$ cat config.mk
export PLATFORM = sky130hd
export DESIGN_NAME = seq_nr_divider_flat
export DESIGN_NICKNAME = d
export VERILOG_FILES = /design/src/rtl/seq_nr_divider_if.sv /design/src/rtl/seq_nr_divider.sv /design/src/flat_wrapper.sv
export SDC_FILE = /design/constraint.sdc
export NUM_CORES = 1
export LEC_CHECK = 0
export CAP_MARGIN = 20
export CORE_UTILIZATION = 55
export DETAILED_ROUTE_END_ITERATION = 8
export DONT_BUFFER_PORTS = 1
export GPL_TIMING_DRIVEN = 0
export MAX_ROUTING_LAYER = met4
export PLACE_DENSITY = 0.71
export RECOVER_POWER = 50
export SLEW_MARGIN = 20
export SYNTH_ARGS = -nofsm -noshare
export SYNTH_HDL_FRONTEND = slang
export SYNTH_SLANG_ARGS = --single-unit
$ cat constraint.sdc
create_clock -name clk -period 8.2 [get_ports clk]
set_clock_uncertainty 0.05 [all_clocks]
set_input_delay 1.23 -clock clk [delete_from_list [all_inputs] [get_ports clk]]
set_output_delay 1.23 -clock clk [all_outputs]
set_load 0.01 [all_outputs]
$ cat src/rtl/seq_nr_divider_if.sv
// Start/done handshake and operand/result bus for the sequential divider.
// The master side issues divide requests; the slave side is the divider itself.
interface seq_nr_divider_if #(
  parameter int WIDTH = 8
);

  logic             start;
  logic [WIDTH-1:0] dividend;
  logic [WIDTH-1:0] divisor;
  logic             busy;
  logic             done;
  logic [WIDTH-1:0] quotient;
  logic [WIDTH-1:0] remainder;
  logic             div_zero;

  modport master (
    output start,
    output dividend,
    output divisor,
    input  busy,
    input  done,
    input  quotient,
    input  remainder,
    input  div_zero
  );

  modport slave (
    input  start,
    input  dividend,
    input  divisor,
    output busy,
    output done,
    output quotient,
    output remainder,
    output div_zero
  );

endinterface

$ cat src/rtl/seq_nr_divider.sv
// Sequential unsigned non-restoring divider.
// A single WIDTH+1-bit controlled add/subtract row is reused once per cycle:
// WIDTH RUN steps, one FIX step for the final remainder correction, then a
// one-cycle DONE pulse. Division by zero bypasses the datapath and finishes
// in a single cycle with quotient = all ones and remainder = dividend.
module seq_nr_divider #(
  parameter int WIDTH = 8
) (
  input  logic            clk,
  input  logic            rst_n,
  seq_nr_divider_if.slave bus
);

  localparam int CW = (WIDTH > 2) ? $clog2(WIDTH) : 1;

  typedef enum logic [1:0] {
    IDLE = 2'd0,
    RUN  = 2'd1,
    FIX  = 2'd2,
    DONE = 2'd3
  } state_t;

  state_t           state_q,     state_d;
  logic [WIDTH:0]   partRem_q,   partRem_d;
  logic [WIDTH-1:0] quoShift_q,  quoShift_d;
  logic [WIDTH:0]   divisor_q,   divisor_d;
  logic [CW-1:0]    cnt_q,       cnt_d;
  logic [WIDTH-1:0] quotient_q,  quotient_d;
  logic [WIDTH-1:0] remainder_q, remainder_d;
  logic             divZero_q,   divZero_d;

  logic [WIDTH:0]   shiftRem;
  logic [WIDTH:0]   casA;
  logic             casP;
  logic [WIDTH:0]   casSum;
  logic [WIDTH:0]   fixedRem;
  logic             lastStep;

  // Partial remainder after the {R,Q} left shift: the quotient MSB enters R.
  assign shiftRem = {partRem_q[WIDTH-1:0], quoShift_q[WIDTH-1]};
  assign lastStep = (cnt_q == CW'(WIDTH - 1));

  // The one CAS row: RUN feeds the shifted remainder with P from the sign,
  // FIX reuses the same adder as a plain R + D for the correction.
  always_comb begin
    casA = shiftRem;
    casP = ~partRem_q[WIDTH];
    if (state_q == FIX) begin
      casA = partRem_q;
      casP = 1'b0;
    end
    casSum = casA + (divisor_q ^ {(WIDTH + 1){casP}}) + {{WIDTH{1'b0}}, casP};
  end

  // A negative final remainder gets the divisor added back.
  assign fixedRem = partRem_q[WIDTH] ? casSum : partRem_q;

  // State register.
  always_ff @(posedge clk or negedge rst_n) begin
    if (!rst_n) begin
      state_q <= IDLE;
    end else begin
      state_q <= state_d;
    end
  end

  // Datapath and result registers.
  always_ff @(posedge clk or negedge rst_n) begin
    if (!rst_n) begin
      partRem_q   <= '0;
      quoShift_q  <= '0;
      divisor_q   <= '0;
      cnt_q       <= '0;
      quotient_q  <= '0;
      remainder_q <= '0;
      divZero_q   <= 1'b0;
    end else begin
      partRem_q   <= partRem_d;
      quoShift_q  <= quoShift_d;
      divisor_q   <= divisor_d;
      cnt_q       <= cnt_d;
      quotient_q  <= quotient_d;
      remainder_q <= remainder_d;
      divZero_q   <= divZero_d;
    end
  end

  // Next-state and datapath update; results only change on entry to DONE.
  always_comb begin
    state_d     = state_q;
    partRem_d   = partRem_q;
    quoShift_d  = quoShift_q;
    divisor_d   = divisor_q;
    cnt_d       = cnt_q;
    quotient_d  = quotient_q;
    remainder_d = remainder_q;
    divZero_d   = divZero_q;

    unique case (state_q)
      IDLE, DONE: begin
        if (bus.start) begin
          if (bus.divisor != '0) begin
            partRem_d  = '0;
            quoShift_d = bus.dividend;
            divisor_d  = {1'b0, bus.divisor};
            cnt_d      = '0;
            state_d    = RUN;
          end else begin
            quotient_d  = '1;
            remainder_d = bus.dividend;
            divZero_d   = 1'b1;
            state_d     = DONE;
          end
        end else if (state_q == DONE) begin
          state_d = IDLE;
        end
      end

      RUN: begin
        partRem_d  = casSum;
        quoShift_d = {quoShift_q[WIDTH-2:0], ~casSum[WIDTH]};
        cnt_d      = cnt_q + CW'(1);
        if (lastStep) begin
          state_d = FIX;
        end
      end

      FIX: begin
        partRem_d   = fixedRem;
        quotient_d  = quoShift_q;
        remainder_d = fixedRem[WIDTH-1:0];
        divZero_d   = 1'b0;
        state_d     = DONE;
      end

      default: begin
        state_d = IDLE;
      end
    endcase
  end

  assign bus.busy      = (state_q == RUN) || (state_q == FIX);
  assign bus.done      = (state_q == DONE);
  assign bus.quotient  = quotient_q;
  assign bus.remainder = remainder_q;
  assign bus.div_zero  = divZero_q;

endmodule
$ cat src/flat_wrapper.sv
// flat-port wrapper written by rule: the top's interface ports become plain ports
module seq_nr_divider_flat 
#(
  parameter int WIDTH = 8
)
  (clk, rst_n, bus_start, bus_dividend, bus_divisor, bus_busy, bus_done, bus_quotient, bus_remainder, bus_div_zero);
  seq_nr_divider_if #(.WIDTH(WIDTH)) bus_i ();
  input  logic clk;
  input  logic rst_n;
  input wire logic [$bits(bus_i.start)-1:0] bus_start;
  input wire logic [$bits(bus_i.dividend)-1:0] bus_dividend;
  input wire logic [$bits(bus_i.divisor)-1:0] bus_divisor;
  output wire logic [$bits(bus_i.busy)-1:0] bus_busy;
  output wire logic [$bits(bus_i.done)-1:0] bus_done;
  output wire logic [$bits(bus_i.quotient)-1:0] bus_quotient;
  output wire logic [$bits(bus_i.remainder)-1:0] bus_remainder;
  output wire logic [$bits(bus_i.div_zero)-1:0] bus_div_zero;
  assign bus_i.start = bus_start;
  assign bus_i.dividend = bus_dividend;
  assign bus_i.divisor = bus_divisor;
  assign bus_busy = bus_i.busy;
  assign bus_done = bus_i.done;
  assign bus_quotient = bus_i.quotient;
  assign bus_remainder = bus_i.remainder;
  assign bus_div_zero = bus_i.div_zero;
  seq_nr_divider #(.WIDTH(WIDTH)) u_core (.clk(clk), .rst_n(rst_n), .bus(bus_i));
endmodule
==> flow_summary.json <==
{
  "ys.flop_type": "dfrtp_1",
  "hold_violations": 0,
  "drive_above_1_share": 0.154,
  "outcome": "finished clean",
  "finalCriticalPeriod_ps": 3670,
  "netlist.top_cell.by_area": "dfrtp_1",
  "row_count": 25,
  "antenna_cells": 0,
  "crit_fanout": 10,
  "rrSetupSlack_ps": 4530,
  "coreArea_um2": 4880,
  "drt-total-wl_um": 6690,
  "p_sw_frac": 0.488,
  "cts-root-buf": "clkbuf_8",
  "cts_hold_buffers": 0,
  "min_from": "u_core.quoShift_q[3]",
  "sequentialPowerShare": 0.265,
  "grt_usage": 0.270,
  "grt_pass1_wl_um": 10600,
  "setup-tns-final_ps": 0,
  "drv_slew": 0,
  "rr_startpoint": "u_core.state_q[0]",
  "die-height_um": 74.4,
  "fin_nets": 336,
  "crit_required_ps": 8400,
  "io_buffer_count": 0,
  "place_congestion": 0.946,
  "top_level_ports": 38,
  "dr.first_iter.drc_count": 135,
  "cp_slowest_cell": "or4b_1",
  "criticalPathCategory": "reg -> reg",
  "die_area_um2": 5540,
  "rsz0062_at_grt": "no",
  "antenna_found_initial": 0,
  "clockBufferDepth": 2,
  "path_delay_family": "buffers and inverters",
  "synthCells": 297,
  "syn-num-nets": 329,
  "cts_setup_buffers": 0,
  "power.density_nw_per_um2": 496,
  "slew_headroom": 0.329,
  "finalSetupViolations": 0,
  "layout_worst_path_cycle_share": 0.448,
  "arrival_ps": 3870,
  "hp-class": "reg -> reg",
  "clock_latency_ps": 310,
  "irDropWorstVdd_uv": 276,
  "p_clk_frac": 0.101,
  "synth_edf_count": 0,
  "cts_tree": "built",
  "synthArstFlopShare": 1.00,
  "ys_seq_area_frac": 0.408,
  "critPathLaunchType": "register",
  "fmax_mhz": 272,
  "r2r_end": "u_core.quoShift_q[0]",
  "synth_area_um2": 2890,
  "clk_pin_slew_worst_paths_ps": 90,
  "drcViolationCount": 0,
  "hold_end": "u_core.quoShift_q[3]",
  "power.switching_uw": 740,
  "slowest_delay_ps": 530,
  "critPathLaunch": "u_core.state_q[0]",
  "whs_ps": 470,
  "ant_nets": 0,
  "hpwlAfterDp_um": 4900,
  "crit_buf_inv": 4,
  "synth-seq-cells": 47,
  "drt_pass1_iterations": 4,
  "vias": 2246,
  "intPower_uw": 775,
  "hold_path_depth": 2,
  "r2r_cells": 13,
  "cp-end-kind": "register",
  "path_cells": "inv_1, ha_1, buf_4, clkbuf_1, mux2_2, inv_1, fa_1, nand2b_1, a21oi_1, o31a_2, o22ai_1, or4b_1, nand3_1",
  "power_frac_comb": 0.634,
  "wl_per_cell_um": 18.0,
  "seqCellArea_um2": 1180,
  "multi_input_area_um2": 1530,
  "max-cap-violations": 0,
  "viasPerCell": 6.04,
  "synth_area_leaders": "dfrtp_1 41%, mux2_2 5.9%, ha_1 5.2%",
  "die_x_um": 74.4,
  "leakagePower_uw": 0.00136,
  "worst-slew-pin-transition_ps": 1010,
  "area_growth_pct": 5.94,
  "n_fill_cell": 415,
  "ys_types": 56,
  "grt_pass1_vias": 2158,
  "cpMostUsedCell": "inv_1",
  "synth_top_cell_area_share": 0.408,
  "clkSinkCount": 47,
  "h-tree-depth": 2,
  "layout_commonest_cell": "dfrtp_1",
  "grt_max_degree": 48,
  "grt_overflow": 0,
  "start_util": 0.591,
  "post_synth.cell_area_avg_um2": 9.71,
  "cts_repair_resize_count": 0,
  "final_cell_mix": "47 x dfrtp_1, 30 x nand2_1, 21 x o21ai_0",
  "finish.utilization": 0.626,
  "numCtsBuffers": 5,
  "yosys_warnings": 0
}
cells by family after synthesis:
| kind of cell | after synthesis | share of synthesized area |
|---|---|---|
| multiplexers | 24 | 0.0898 |
| buffers and inverters | 37 | 0.0585 |
| AO/OA/AOI/OAI | 85 | 0.206 |
| AND/OR/NAND/NOR | 77 | 0.136 |
| XOR/XNOR | 14 | 0.0425 |
| flip-flops | 47 | 0.408 |
| adder cells (fa/ha/maj) | 13 | 0.0590 |
metrics by stage:
stage | area, um2 | cells | setup WS, ps | power, uW
3_5_place_dp | 2970 | 364 | 4620 | 1360
5_1_grt | 3060 | 372 | 4320 | 1640
2_1_floorplan | 2890 | 297 | 5080 | 1140
6_report | 3060 | 372 | 4530 | 1520
4_1_cts | 3070 | 372 | 4580 | 1520
3_3_place_gp | 2970 | 364 | 4630 | 1330
how the worst max path moves through the flow:
stage / endpoint / slack (ps) / cells past startpoint
2_1_floorplan: u_core.quoShift_q[0] / 5080 / 13
3_3_place_gp: u_core.quoShift_q[0] / 4630 / 13
3_5_place_dp: u_core.quoShift_q[0] / 4620 / 13
4_1_cts: u_core.quoShift_q[0] / 4580 / 13
5_1_grt: u_core.quoShift_q[0] / 4320 / 13
6_report: u_core.quoShift_q[0] / 4530 / 13
worst register-to-register path, delay by kind of cell (launching register included):
kind,cells,cell delay [ps]
AOI/OAI and AO/OA,3,550
and+or+nand+nor,3,800
adders and majority gates,2,680
muxes,1,270
buffers and inverters,4,820
DFF,1,430
layer usage:
metal  routed length [um]  part of all wire  track usage
met5                    0                 0            -
met4                  106             0.016       0.0901
met3                  402             0.060       0.0556
met2                 3120              0.47        0.416
met1                 3070              0.46        0.353
final cells by class:
type,instances,share of cell area
Clock inverter,2,0.00532
Buffer,16,0.0295
Sequential cell,47,0.385
Tap cell,67,0.0274
Inverter,21,0.0258
Multi-Input combinational cell,213,0.500
Clock buffer,6,0.0270
state kept, by name (all words and copies together) (netlist names):
signal and cells:
u_core.cnt_q 3, u_core.bus.div_zero 1, u_core.divisor_q 8, u_core.bus.remainder 8
u_core.partRem_q 9, u_core.bus.quotient 8, u_core.state_q 2, u_core.quoShift_q 8
power by group through the flow:
stage / logic, uW / registers, uW / clock network (uW)
floorplan: 759 / 385 / 0
global placement: 926 / 403 / 0
detailed placement: 950 / 406 / 0
CTS: 957 / 402 / 158
global route: 1070 / 412 / 164
finish: 960 / 402 / 153
cells in the mapped netlist, types with 5 or more instances:
library cell and number:
inv_1 20, dfrtp_1 47, mux2i_1 9, nand2_1 30, nand3_1 6, xnor2_1 6, nor2_1 20, mux2_2 15
a21oi_1 10, a31oi_1 12, buf_2 8, ha_1 12, a221o_1 5, xor2_1 8, o21ai_0 21, nand2b_1 5
(Power assumes the default switching activity.)
